<file path="src/rtl/sparse_stream_pkg.sv">
// rtl/sparse_stream_pkg.sv - token constants, token classes and monitor states
package sparse_stream_pkg;

  localparam int TOKEN_W = 17;
  localparam logic [TOKEN_W-1:0] DONE_TOKEN = 17'h10100;
  localparam logic [7:0] STOP_PREFIX = 8'h00;

  typedef enum logic [1:0] {
    TOK_DATA,
    TOK_STOP,
    TOK_DONE,
    TOK_OTHER
  } tok_class_e;

  typedef enum logic [1:0] {
    ST_IDLE,
    ST_ACTIVE,
    ST_DRAIN,
    ST_DONE
  } state_e;

  // Done is tested before stop: it is a control token with a nonzero prefix.
  function automatic tok_class_e classify(input logic [TOKEN_W-1:0] tok);
    tok_class_e cls;
    if (!tok[TOKEN_W-1]) begin
      cls = TOK_DATA;
    end else if (tok == DONE_TOKEN) begin
      cls = TOK_DONE;
    end else if (tok[15:8] == STOP_PREFIX) begin
      cls = TOK_STOP;
    end else begin
      cls = TOK_OTHER;
    end
    return cls;
  endfunction

endpackage

</file>
<file path="src/rtl/token_fifo.sv">
// rtl/token_fifo.sv - DEPTH-entry token FIFO with enable, flush and sync reset
module token_fifo
  import sparse_stream_pkg::*;
#(
  parameter int DEPTH = 2,
  parameter int WIDTH = TOKEN_W
) (
  input  logic             clk_i,
  input  logic             rst_i,
  input  logic             en_i,
  input  logic             flush_i,
  input  logic             push_i,
  input  logic [WIDTH-1:0] push_data_i,
  input  logic             pop_i,
  output logic [WIDTH-1:0] pop_data_o,
  output logic             full_o,
  output logic             empty_o
);

  localparam int AW = (DEPTH > 1) ? $clog2(DEPTH) : 1;
  localparam int CW = AW + 1;

  logic [WIDTH-1:0] mem_q [DEPTH];
  logic [AW-1:0]    wr_ptr_q, wr_ptr_d;
  logic [AW-1:0]    rd_ptr_q, rd_ptr_d;
  logic [CW-1:0]    cnt_q, cnt_d;
  logic             do_push, do_pop;

  assign full_o     = (cnt_q == CW'(DEPTH));
  assign empty_o    = (cnt_q == '0);
  assign pop_data_o = mem_q[rd_ptr_q];
  assign do_push    = push_i & ~full_o;
  assign do_pop     = pop_i & ~empty_o;

  always_comb begin
    wr_ptr_d = wr_ptr_q;
    rd_ptr_d = rd_ptr_q;
    cnt_d    = cnt_q;
    if (flush_i) begin
      wr_ptr_d = '0;
      rd_ptr_d = '0;
      cnt_d    = '0;
    end else begin
      if (do_push) wr_ptr_d = wr_ptr_q + 1'b1;
      if (do_pop)  rd_ptr_d = rd_ptr_q + 1'b1;
      case ({do_push, do_pop})
        2'b10:   cnt_d = cnt_q + 1'b1;
        2'b01:   cnt_d = cnt_q - 1'b1;
        default: cnt_d = cnt_q;
      endcase
    end
  end

  always_ff @(posedge clk_i) begin
    if (rst_i) begin
      wr_ptr_q <= '0;
      rd_ptr_q <= '0;
      cnt_q    <= '0;
    end else if (en_i) begin
      wr_ptr_q <= wr_ptr_d;
      rd_ptr_q <= rd_ptr_d;
      cnt_q    <= cnt_d;
    end
  end

  // Storage needs no reset; occupancy alone decides what is visible.
  always_ff @(posedge clk_i) begin
    if (!rst_i && en_i && !flush_i && do_push) begin
      mem_q[wr_ptr_q] <= push_data_i;
    end
  end

endmodule

</file>
<file path="src/rtl/stream_done_monitor.sv">
// rtl/stream_done_monitor.sv - token stream monitor with done detection; STREAM_PERF_CNT_EN adds cycle_count
module stream_done_monitor
  import sparse_stream_pkg::*;
#(
  parameter int DEPTH = 2,
  parameter int CNT_W = 16
) (
  input  logic               clk,
  input  logic               rst,
  input  logic               clk_en,
  input  logic               flush,
  input  logic               tile_en,
  input  logic [TOKEN_W-1:0] stream_in,
  input  logic               stream_in_valid,
  output logic               stream_in_ready,
  output logic [TOKEN_W-1:0] stream_out,
  output logic               stream_out_valid,
  input  logic               stream_out_ready,
  output logic               done,
  output logic [CNT_W-1:0]   data_count,
  output logic [CNT_W-1:0]   stop_count
`ifdef STREAM_PERF_CNT_EN
  ,
  output logic [31:0]        cycle_count
`endif
);

  state_e           state_q, state_d;
  logic [CNT_W-1:0] data_cnt_q, data_cnt_d;
  logic [CNT_W-1:0] stop_cnt_q, stop_cnt_d;
  logic             fifo_full, fifo_empty;
  logic             in_fire, out_fire;
  tok_class_e       in_cls, out_cls;

  token_fifo #(
    .DEPTH (DEPTH),
    .WIDTH (TOKEN_W)
  ) u_fifo (
    .clk_i       (clk),
    .rst_i       (rst),
    .en_i        (clk_en),
    .flush_i     (flush),
    .push_i      (in_fire),
    .push_data_i (stream_in),
    .pop_i       (out_fire),
    .pop_data_o  (stream_out),
    .full_o      (fifo_full),
    .empty_o     (fifo_empty)
  );

  // Ready depends only on registered state, never on stream_out_ready.
  assign stream_in_ready  = tile_en & ~fifo_full &
                            ((state_q == ST_IDLE) | (state_q == ST_ACTIVE));
  assign stream_out_valid = tile_en & ~fifo_empty;
  assign in_fire          = stream_in_valid & stream_in_ready;
  assign out_fire         = stream_out_valid & stream_out_ready;
  assign in_cls           = classify(stream_in);
  assign out_cls          = classify(stream_out);
  assign done             = (state_q == ST_DONE);
  assign data_count       = data_cnt_q;
  assign stop_count       = stop_cnt_q;

  always_comb begin
    state_d    = state_q;
    data_cnt_d = data_cnt_q;
    stop_cnt_d = stop_cnt_q;
    if (flush) begin
      state_d    = ST_IDLE;
      data_cnt_d = '0;
      stop_cnt_d = '0;
    end else begin
      case (state_q)
        ST_IDLE:   if (in_fire) state_d = (in_cls == TOK_DONE) ? ST_DRAIN : ST_ACTIVE;
        ST_ACTIVE: if (in_fire && in_cls == TOK_DONE) state_d = ST_DRAIN;
        ST_DRAIN:  if (out_fire && out_cls == TOK_DONE) state_d = ST_DONE;
        default:   state_d = state_q;
      endcase
      if (out_fire && out_cls == TOK_DATA && data_cnt_q != '1) data_cnt_d = data_cnt_q + 1'b1;
      if (out_fire && out_cls == TOK_STOP && stop_cnt_q != '1) stop_cnt_d = stop_cnt_q + 1'b1;
    end
  end

  always_ff @(posedge clk) begin
    if (rst) begin
      state_q    <= ST_IDLE;
      data_cnt_q <= '0;
      stop_cnt_q <= '0;
    end else if (clk_en) begin
      state_q    <= state_d;
      data_cnt_q <= data_cnt_d;
      stop_cnt_q <= stop_cnt_d;
    end
  end

`ifdef STREAM_PERF_CNT_EN
  logic [31:0] cyc_q, cyc_d;

  assign cycle_count = cyc_q;

  always_comb begin
    cyc_d = cyc_q;
    if (flush) begin
      cyc_d = '0;
    end else if (state_q == ST_ACTIVE || state_q == ST_DRAIN) begin
      cyc_d = cyc_q + 32'd1;
    end
  end

  always_ff @(posedge clk) begin
    if (rst) begin
      cyc_q <= '0;
    end else if (clk_en) begin
      cyc_q <= cyc_d;
    end
  end
`endif

endmodule
</file>
<file path="config.mk">
export PLATFORM = sky130hd
export DESIGN_NAME = stream_done_monitor
export DESIGN_NICKNAME = d
export VERILOG_FILES = /design/src/rtl/sparse_stream_pkg.sv /design/src/rtl/token_fifo.sv /design/src/rtl/stream_done_monitor.sv
export SDC_FILE = /design/constraint.sdc
export NUM_CORES = 1
export LEC_CHECK = 0
export BUFFER_PORTS_ARGS = -buffer_cell sky130_fd_sc_hd__buf_4
export CAP_MARGIN = 20
export CORE_UTILIZATION = 50
export CTS_CLUSTER_DIAMETER = 120
export DETAILED_ROUTE_END_ITERATION = 6
export PLACE_DENSITY_LB_ADDON = 0.3
export SYNTH_ARGS = -nofsm -noshare
export SYNTH_HDL_FRONTEND = slang
export SYNTH_HIERARCHICAL = 1
export SYNTH_SLANG_ARGS = --single-unit
</file>
<file path="constraint.sdc">
create_clock -name clk -period 7.52 [get_ports clk]
set_input_delay 1.504 -clock clk [delete_from_list [all_inputs] [get_ports clk]]
set_output_delay 1.504 -clock clk [all_outputs]
set_load 0.05 [all_outputs]
</file>
# After elaboration in Yosys (flattened, before gate mapping)
# Memory sizes are Yosys's and may differ from the RTL's. A register that Yosys moved wholly into a read port is not among the register bits.
# Cells that the tools add are included.
# classes
n_mux	26
add_sub_neg	6
bitwise	10
eq_ne	16
n_reduce_logical	28
# op_table
op	count
16-bit two-way mux	4
17-bit equality test, second input constant	2
16-bit by 1-bit adder with 16-bit output, second input constant	2
16-bit != test, second input constant	2
2-bit two-way mux	12
8-bit zero test	2
2-bit equality test, second input constant	6
2-bit AND reduction	5
1-bit logical AND	9
1-bit two-way mux	8
2-bit nonzero test	4
1-bit AND	7
2-bit by 1-bit equality test with 1-bit output, second input constant	3
2-bit zero test	3
3-bit != test, second input constant	2
2-bit case mux with 3 select lines	1
5-bit AND reduction	1
2-bit case mux with 2 select lines	1
4-bit nonzero test	1
3-bit by 2-bit != test with 1-bit output, second input constant	1
3-bit nonzero test	1
1-bit adder, second input constant	2
2-bit by 1-bit adder with 2-bit output, second input constant	1
1-bit zero test	2
3 further kinds	4
# word_totals
out_inout_bits	52
n_memories	1
mem_bits_rw	34
ff_bits	38
# mem_list
name	depth	width	rd	rd_ports_with_merged_regs	wr	line_no	rtl
u_fifo.mem_q	2	17	1	1	1	token_fifo.sv:23	logic [WIDTH-1:0] mem_q [DEPTH];

# Logic depth before layout (Yosys ltp)
# Gate-level depths: netlist (run 1).
# depth
word_depth	9
mapped_depth	9
mapped_depth_nobuf	8

# Cells and area by module
# The synthesis (run 1) kept the hierarchy.
# by_module_without_submodules
mod	n_inst	area_per_inst_um2	seq_area_each_um2	cells_each
stream_done_monitor	1	2097.0	680.7	253
token_fifo	1	1529.0	1121.1	90

# Worst setup path after synthesis (run 1)
# OpenSTA, ideal clock, no wires.
# synth_path
path_kind	input -> register
start	input port tile_en
end	memory u_fifo/mem_q[1][0] in the netlist's numbering, enable pin
path_buffers	0
t_required_ns	7.104
arrival_ns	4.544
setup_ns	0.416
cell_stages	4
setup_slack_ns	2.560
path_cell_list	nor3b_1 > and2_1 > nand4bb_1 > nor3b_1
# synth_via
elab_chain_len	7
# synth_rtl
item	line_no	rtl
start, declared	stream_done_monitor.sv:12	input logic tile_en,
1-bit AND (2 in series)	stream_done_monitor.sv:52	assign stream_in_ready = tile_en & ~fifo_full &
1-bit AND	stream_done_monitor.sv:55	assign in_fire = stream_in_valid & stream_in_ready;
net in_fire	stream_done_monitor.sv:32	logic in_fire, out_fire;
1-bit AND	token_fifo.sv:32	assign do_push = push_i & ~full_o;
1-bit logical AND	token_fifo.sv:68	if (!rst_i && en_i && !flush_i && do_push) begin
1-bit two-way mux	token_fifo.sv:68	
1-bit two-way mux (implied by the code)	token_fifo.sv:69	mem_q[wr_ptr_q] <= push_data_i;
end, declared	token_fifo.sv:23	
# The timed path passes the listed nets, and every way through them passes these cells.

# Final worst setup path (run 1)
# layout_path
start	input port tile_en
end	output port stream_in_ready
# layout_via
elab_chain_len	2
# layout_rtl
item	line_no	rtl
1-bit AND (2 in series)	stream_done_monitor.sv:52	
end, declared	stream_done_monitor.sv:15	output logic stream_in_ready,
# Every way passes these cells.

==> results.rst, run 1 <==
.. list-table::
   :header-rows: 1

   * - Metric
     - Value
   * - Result of the run
     - finished clean
   * - Total number of clock tree sinks
     - 73
   * - Critical Path AT
     - 2090 ps
   * - Transition at the pin with the smallest max-transition slack
     - ~950 ps
   * - Number of max-capacitance violations reported
     - 0
   * - Fillers
     - a little under 600
   * - Internal Pwr Total
     - around 0.00066 W
   * - Proportion of total power due to net switching
     - 0.2237
   * - Length of the first detailed-routing pass in iterations
     - 4
   * - Flip-flop and latch count after synthesis
     - 73
   * - Post-CTS sizing
     - 0
   * - CP endpoint kind
     - output port
   * - Final RePlAce weighted congestion
     - about 0.83
   * - Die boundary height
     - a little under 90 um
   * - Via count of the first global-routing pass
     - approximately 2800
   * - Area of the mapped netlist
     - ~3600 um2
   * - Mean number of vias per cell
     - around 6
   * - Number of rows in the core area
     - 30
   * - Master cell of the clock root buffer
     - sky130_fd_sc_hd__clkbuf_8
   * - Worst endpoint required time
     - roughly 6000 ps
   * - Number of routed nets with antenna violations
     - 0
   * - Post-Route Utilization
     - 0.6542
   * - Peak fanout along the critical path
     - 5
   * - Slew margin rel.
     - 0.3684
   * - Number of distinct standard cells referenced by the synthesized netlist
     - 60
   * - VDD IR-drop max
     - about 160 uV
   * - Drc violations
     - 0
   * - Clock transition at the register clock pins on the worst setup and hold paths after CTS
     - around 80 ps
   * - FFs w/ async S/R, synth
     - 0
   * - Diodes inserted
     - 0
   * - Path type of the worst min-delay path
     - register to register
   * - Ranking of synthesized cells by area
     - sky130_fd_sc_hd__edfxtp_1 28%, sky130_fd_sc_hd__dfxtp_1 22%, sky130_fd_sc_hd__mux2_2 5.6%, sky130_fd_sc_hd__a21oi_1 3.3%, sky130_fd_sc_hd__nand2_1 2.9%
   * - Worst clock skew
     - roughly 10 ps
   * - Path type of the worst setup path
     - primary input to output port
   * - Power dissipated by switching net loads
     - roughly 0.00019 W
   * - Ordered list of cells on the worst path
     - buf_4 -> nor3b_1 -> buf_4
   * - Initial antenna violation count
     - 0
   * - Power share of the combinational group
     - 0.053
   * - Final setup violation count
     - 0
   * - Synth Net Count
     - between 300 and 400
   * - Per-cell routed wire length
     - approximately 16 um
   * - Clk Latency, worst-skew pair
     - ~350 ps
   * - Post-synthesis area per instance
     - 10.57 um2
   * - Floorplan die width
     - roughly 87 um
   * - Part of the Yosys area used for sequential elements
     - 0.4969
   * - Share of the clock period used by the worst path after layout
     - 0.4782
   * - Clock tree from TritonCTS
     - yes
   * - Number of buffers added to fix hold violations after cts
     - 0
   * - Pin count of the biggest net entering global routing
     - 24
   * - Peak per-stage delay on the critical path
     - between 200 and 300 ps
   * - # Post-CTS Setup Buffers
     - 0
   * - Final critical delay including setup and external delays
     - between 3000 and 4000 ps
   * - Remaining global-route overflow
     - 0
   * - Sum of negative setup slack
     - 0 ps
   * - Net count, final
     - 448
   * - Largest area contributor in the synthesized netlist
     - sky130_fd_sc_hd__edfxtp_1
   * - Number of buffers created by CTS
     - 9
   * - Cell types with the highest counts after synthesis
     - 39 x sky130_fd_sc_hd__dfxtp_1, 34 x sky130_fd_sc_hd__edfxtp_1, 28 x sky130_fd_sc_hd__nand2_1
   * - Critical path's most frequent cell
     - sky130_fd_sc_hd__buf_4
   * - Number of buffers on the longest clock path
     - 2
   * - Post-route total power
     - 0.0008464 W
   * - Main flop type after synthesis
     - sky130_fd_sc_hd__dfxtp_1
   * - First-iteration detailed-routing DRC count
     - between 150 and 200
   * - Detailed Route WL
     - roughly 8.3 mm
   * - Initial Util
     - 0.5250
   * - Number of vias in the routed layout
     - around 3000
   * - Total core area
     - just under 7000 um2
   * - I/O pin total
     - 76
   * - Number of synthesis warnings
     - 6
   * - Fmax achieved
     - between 200 and 300 MHz
   * - Global-route total usage across every layer
     - 0.2304
   * - Die area
     - 7597 um2
   * - Power density over cell area
     - about 190 nW/um2
   * - Unrepaired setup endpoints after global routing
     - false
   * - Static leakage
     - 1.686 nW
   * - Number of standard cells after synthesis
     - 343
   * - Count leader, synth
     - sky130_fd_sc_hd__dfxtp_1
   * - Number of flops mapped to enable cells by yosys
     - 34
   * - Placed wire-length estimate
     - between 5 and 6 mm
   * - First-pass GRT wire length
     - roughly 13 mm
   * - Part of the total power dissipated in the clock network
     - 0.454
   * - Cell type of the slowest stage on the worst timing path
     - sky130_fd_sc_hd__buf_4
   * - Type of element launching the critical path
     - primary input
   * - Worst hold slack
     - 491.8 ps
   * - Area fraction of the dominant cell type after synthesis
     - 0.2816
   * - Number of hold violations in the final report
     - 0
   * - Fraction of layout instances using a drive strength above 1
     - 0.3026
   * - Total number of H-tree levels
     - 3
   * - Final count of pins violating max slew
     - 0
   * - Area Growth Syn to Fin
     - 24.60%
   * - I/O Buffers
     - 75
   * - Proportion of power drawn by flip-flops and latches
     - 0.493
==> power by group through the flow <==
stage               clock, W  combinational [W]  sequential, W
global route        0.000409          0.0000492       0.000418
CTS                 0.000390          0.0000451       0.000417
global placement           0          0.0000438       0.000427
floorplan                  0          0.0000243       0.000427
finish              0.000384          0.0000451       0.000417
detailed placement         0          0.0000450       0.000427
==> final cells by class <==
type	count	area [um2]	area share
Multi-Input combinational cell	248	1737	0.3844
Sequential cell	73	1802	0.3988
Clock buffer	9	123.9	0.02742
Clock inverter	7	123.9	0.02742
Tap cell	96	120.1	0.02659
Timing Repair Buffer	77	578.1	0.1279
Inverter	9	33.78	0.007477
==> layout by cell type, fill, tap and decap left out, types with 2 or more instances in the layout <==
cell type / n
sky130_fd_sc_hd__o21ai_0: 17
sky130_fd_sc_hd__nor2_1: 20
sky130_fd_sc_hd__nand2_1: 28
sky130_fd_sc_hd__xnor2_1: 4
sky130_fd_sc_hd__a41o_1: 2
sky130_fd_sc_hd__xor2_1: 4
sky130_fd_sc_hd__o2111ai_1: 3
sky130_fd_sc_hd__and3b_1: 3
sky130_fd_sc_hd__o21a_1: 2
sky130_fd_sc_hd__mux2i_1: 8
sky130_fd_sc_hd__and2_1: 4
sky130_fd_sc_hd__ha_1: 6
sky130_fd_sc_hd__a31oi_1: 4
sky130_fd_sc_hd__mux2_2: 18
sky130_fd_sc_hd__o31ai_1: 5
sky130_fd_sc_hd__inv_6: 3
sky130_fd_sc_hd__nor2b_1: 5
sky130_fd_sc_hd__nand3_1: 14
sky130_fd_sc_hd__or3_1: 14
sky130_fd_sc_hd__buf_4: 77
sky130_fd_sc_hd__nand4_1: 9
sky130_fd_sc_hd__bufinv_16: 3
sky130_fd_sc_hd__dfxtp_1: 39
sky130_fd_sc_hd__nor4_1: 5
sky130_fd_sc_hd__inv_1: 8
sky130_fd_sc_hd__a21oi_1: 24
sky130_fd_sc_hd__nor3b_1: 2
sky130_fd_sc_hd__clkbuf_8: 9
sky130_fd_sc_hd__nor3_1: 5
sky130_fd_sc_hd__or3_2: 2
sky130_fd_sc_hd__edfxtp_1: 34
sky130_fd_sc_hd__and3_1: 6
sky130_fd_sc_hd__or4_1: 4
sky130_fd_sc_hd__nand4b_1: 3
==> critical path: cells and delay by family <==
kind | cells | cell delay (ps)
AND/OR/NAND/NOR | 1 | 240
buffers and inverters | 2 | 340
==> per-stage QoR <==
| step | cells | cell area [um2] | worst slack [ps] |
|---|---|---|---|
| 6_report | 519 | 4518 | 3924 |
| 5_1_grt | 519 | 4518 | 3855 |
| 3_3_place_gp | 503 | 4270 | 3968 |
| 2_1_floorplan | 343 | 3626 | 2560 |
| 4_1_cts | 519 | 4518 | 3921 |
| 3_5_place_dp | 503 | 4270 | 3928 |
==> registers in the layout, indices dropped and copies added, names as in the netlist, named ones only <==
| register | cells |
|---|---|
| u_fifo/wr_ptr_q | 1 |
| stop_count | 16 |
| u_fifo/mem_q | 34 |
| u_fifo/rd_ptr_q | 1 |
| state_q | 2 |
| data_count | 16 |
| u_fifo/cnt_q | 2 |
==> routing by layer <==
metal  part of all wire  routed length [um]  GRT usage
met4              0.011                  87    0.09091
met1               0.46                3771     0.3104
met5                  0                   0          0
met2               0.48                3986     0.3601
met3              0.050                 409    0.05403
==> cell families after synthesis <==
logic type	after synthesis	synth area share
compound gates	69	0.1225
simple gates	139	0.2357
mux	26	0.07798
buf+inv	22	0.02691
flops	73	0.4969
xor+xnor	8	0.01932
fa+ha+maj	6	0.02070
==> worst paths after layout <==
check                              startpoint         endpoint  cells after the start  slack [ps]
worst min register to register  data_count[5]    data_count[5]                      2         490
worst max register to register       register    stop_count[2]                      6        4690
worst min-delay path            data_count[5]    data_count[5]                      2         490
worst max-delay path                  tile_en  stream_in_ready                      3        3920
No activity file was read; power rests on OpenSTA's default activity.
==> run 2, diff against run 1 <==
==> constraint.sdc (replaced) <==
create_clock -name clk -period 3.4 [get_ports clk]
set_input_delay 0.68 -clock clk [delete_from_list [all_inputs] [get_ports clk]]
set_output_delay 0.68 -clock clk [all_outputs]
set_load 0.05 [all_outputs]
==> run 2 against run 1 <==
Compared with the run above: die area did not move; final area hardly changed; clock power rose by 100%; sequential cell count did not move; global-route usage rose by 0.67 points; register-to-register slack worse by 3900 ps; via count decreased by 0.66%; combinational power increased by 130%; non-clock buffer count is 2 higher; utilization about the same; critical path depth grew 3; final cell count grew 0.39%.
==> results.rst, run 2 (same netlist as run 1, synthesis figures left out) <==
.. list-table::
   :header-rows: 1

   * - Metric
     - Value
   * - Result of the run
     - finished clean
   * - Most frequent cells in the layout
     - 79 x sky130_fd_sc_hd__buf_4, 39 x sky130_fd_sc_hd__dfxtp_1, 34 x sky130_fd_sc_hd__edfxtp_1
   * - Most common library cell in the layout ignoring fill and taps
     - sky130_fd_sc_hd__buf_4
   * - Part of the total power dissipated in the clock network
     - 0.429 (-0.025)
   * - Die area
     - 7597 um2 (unchanged)
   * - I/O Buffers
     - 75 (unchanged)
   * - Peak fanout along the critical path
     - 13 (+8)
   * - Final critical delay including setup and external delays
     - approximately 2600 ps
   * - # Post-CTS Setup Buffers
     - 0 (unchanged)
   * - Number of buffers on the longest clock path
     - 2 (unchanged)
   * - Path type of the worst setup path
     - register to register
   * - Worst clock skew
     - 6.761 ps (-3.602 ps)
   * - Per-cell routed wire length
     - 16.04 um (+0.82%)
   * - Initial Util
     - 0.5250 (unchanged)
   * - Global-route total usage across every layer
     - 0.2371 (+0.006664)
   * - Number of buffers added to fix hold violations after cts
     - 0 (unchanged)
   * - Power dissipated by switching net loads
     - 0.0004185 W (+120%)
   * - Pin count of the biggest net entering global routing
     - 22 (-8.3%)
   * - First-pass GRT wire length
     - 13.64 mm (+1.8%)
   * - Internal Pwr Total
     - 0.001378 W (+110%)
   * - Cell Count Post-Placement
     - 505 (+0.40%)
   * - Via count of the first global-routing pass
     - 2880 (+3.6%)
   * - Slew margin rel.
     - 0.4748 (+0.1065)
   * - VDD IR-drop max
     - 265.4 uV (+68%)
   * - Number of routed nets with antenna violations
     - 0 (unchanged)
   * - Mean number of vias per cell
     - 5.785 (-1.0%)
   * - Floorplan die width
     - 87.16 um (unchanged)
   * - Static leakage
     - 1.685 nW (about the same)
   * - Path type of the worst min-delay path
     - register to register
   * - Area Growth Syn to Fin
     - 24.53% (about the same)
   * - Number of max-capacitance violations reported
     - 0 (unchanged)
   * - Type of element launching the critical path
     - register
   * - Clock tree from TritonCTS
     - yes
   * - Final count of pins violating max slew
     - 0 (unchanged)
   * - Setup slack of the most critical reg-to-reg path
     - 780 ps (-3910 ps)
   * - Fillers
     - 587 (+1.2%)
   * - Drc violations
     - 0 (unchanged)
   * - I/O pin total
     - 76 (unchanged)
   * - Post-Route Utilization
     - 0.6538 (about the same)
   * - Fraction of layout instances using a drive strength above 1
     - 0.3082 (+0.005635)
   * - Total number of clock tree sinks
     - 73 (unchanged)
   * - Sum of negative setup slack
     - 0 ps (unchanged)
   * - Max FFs per register
     - 34 (unchanged)
   * - Remaining global-route overflow
     - 0 (unchanged)
   * - Number of hold violations in the final report
     - 0 (unchanged)
   * - Proportion of total power due to net switching
     - 0.2329 (+0.009186)
   * - Net count, final
     - 450 (+0.45%)
   * - Final setup violation count
     - 0 (unchanged)
   * - Fmax achieved
     - roughly 380 MHz
   * - Critical Path AT
     - 2870 ps (+780 ps)
   * - Detailed Route WL
     - 8.355 mm (+1.2%)
   * - Initial antenna violation count
     - 0 (unchanged)
   * - Length of the first detailed-routing pass in iterations
     - 4 (unchanged)
   * - Clock transition at the register clock pins on the worst setup and hold paths after CTS
     - 80 ps (about the same)
   * - Filler-free cell count of the finished design
     - 521 (+0.39%)
   * - Placed wire-length estimate
     - 6.028 mm (+4.4%)
   * - Final RePlAce weighted congestion
     - 0.8876 (+6.5%)
   * - Proportion of power drawn by flip-flops and latches
     - 0.514 (+0.021)
   * - Power share of the combinational group
     - 0.057 (+0.004)
   * - Clk Latency, worst-skew pair
     - 360 ps (about the same)
   * - Total number of H-tree levels
     - 3 (unchanged)
   * - CP endpoint kind
     - register
   * - Transition at the pin with the smallest max-transition slack
     - 784.8 ps (-162.6 ps)
   * - Number of rows in the core area
     - 30 (unchanged)
   * - Worst endpoint required time
     - 3650 ps (-2370 ps)
   * - Total core area
     - 6907 um2 (unchanged)
   * - Power density over cell area
     - 397.9 nW/um2 (+110%)
   * - First-iteration detailed-routing DRC count
     - 164 (-2.4%)
   * - Post-CTS sizing
     - 0 (unchanged)
   * - Unrepaired setup endpoints after global routing
     - false
   * - Share of the clock period used by the worst path after layout
     - 0.7705
   * - Largest reg by FF count
     - u_fifo/mem_q
   * - Number of buffers created by CTS
     - 9 (unchanged)
   * - Diodes inserted
     - 0 (unchanged)
   * - Number of vias in the routed layout
     - 3014 (-0.66%)
   * - Die boundary height
     - 87.16 um (unchanged)
   * - Master cell of the clock root buffer
     - sky130_fd_sc_hd__clkbuf_8
[run 2: cell types whose count changed in the layout (fill, tap and decap cells not counted)]
cell / previous run / this run
sky130_fd_sc_hd__buf_4: 77 / 79
sky130_fd_sc_hd__bufinv_16: 3 / 2
sky130_fd_sc_hd__clkinv_4: 0 / 1
sky130_fd_sc_hd__clkinvlp_4: 1 / 2
sky130_fd_sc_hd__inv_6: 3 / 2
sky130_fd_sc_hd__nor3b_1: 2 / 1
sky130_fd_sc_hd__nor3b_2: 1 / 2
[run 2: layer usage]
| metal | part of all wire | track usage | routed length [um] | up-vias |
|---|---|---|---|---|
| met4 | 0.013 | 0.09985 | 106 | 0 |
| li1 | - | - | - | 1459 |
| met1 | 0.44 | 0.3012 | 3662 | 1457 |
| met3 | 0.054 | 0.04834 | 451 | 10 |
| met5 | 0 | 0 | 0 | - |
| met2 | 0.49 | 0.3944 | 4134 | 88 |
[run 2: final cells by class]
class                   count  area, um2  area share
repair buffers             79      593.1      0.1313
clock buffers               9      123.9     0.02743
multi-input cells         248       1742      0.3857
clock inverters             7      101.3     0.02244
flip-flops and latches     73       1802      0.3990
inverters                   9      33.78    0.007481
well taps                  96      120.1     0.02660
[run 2: stage by stage]
| stage | power (W) | area (um2) | worst slack, ps | hold WS [ps] |
|---|---|---|---|---|
| 4_1_cts | 0.001806 | 4516 | 784.6 | 492.7 |
| 6_report | 0.001797 | 4516 | 780.2 | 490.1 |
| 5_1_grt | 0.001853 | 4516 | 604.6 | 501.0 |
| 2_1_floorplan | 0.0009976 | 3641 | 370.2 | 470.9 |
| 3_5_place_dp | 0.001046 | 4290 | 827.7 | 482.4 |
| 3_3_place_gp | 0.001043 | 4290 | 918.6 | 475.2 |
[run 2: power by group through the flow]
stage | Combinational, W | Sequential (W) | Clock, W
after CTS | 0.000103 | 0.000923 | 0.000781
after global routing | 0.000112 | 0.000924 | 0.000817
after global placement | 0.0000994 | 0.000944 | 0
final | 0.000103 | 0.000923 | 0.000770
after floorplan | 0.0000542 | 0.000943 | 0
after detailed placement | 0.000102 | 0.000944 | 0
[run 2: worst paths after layout]
| path | start | end | cells after the start |
|---|---|---|---|
| min reg2reg | data_count[9] | data_count[9] | 2 |
| max reg2reg | register | stop_count[11] | 6 |
| min | data_count[9] | data_count[9] | 2 |
| max | register | stop_count[11] | 6 |
[run 2: worst max-delay path, cell delays in order, from the launching register on]
cell	delay (ps)
sky130_fd_sc_hd__dfxtp_1	680
sky130_fd_sc_hd__mux2_2	430
sky130_fd_sc_hd__nor4_4	370
sky130_fd_sc_hd__a31oi_1	210
sky130_fd_sc_hd__a31oi_1	440
sky130_fd_sc_hd__a31oi_1	150
sky130_fd_sc_hd__a41o_1	220
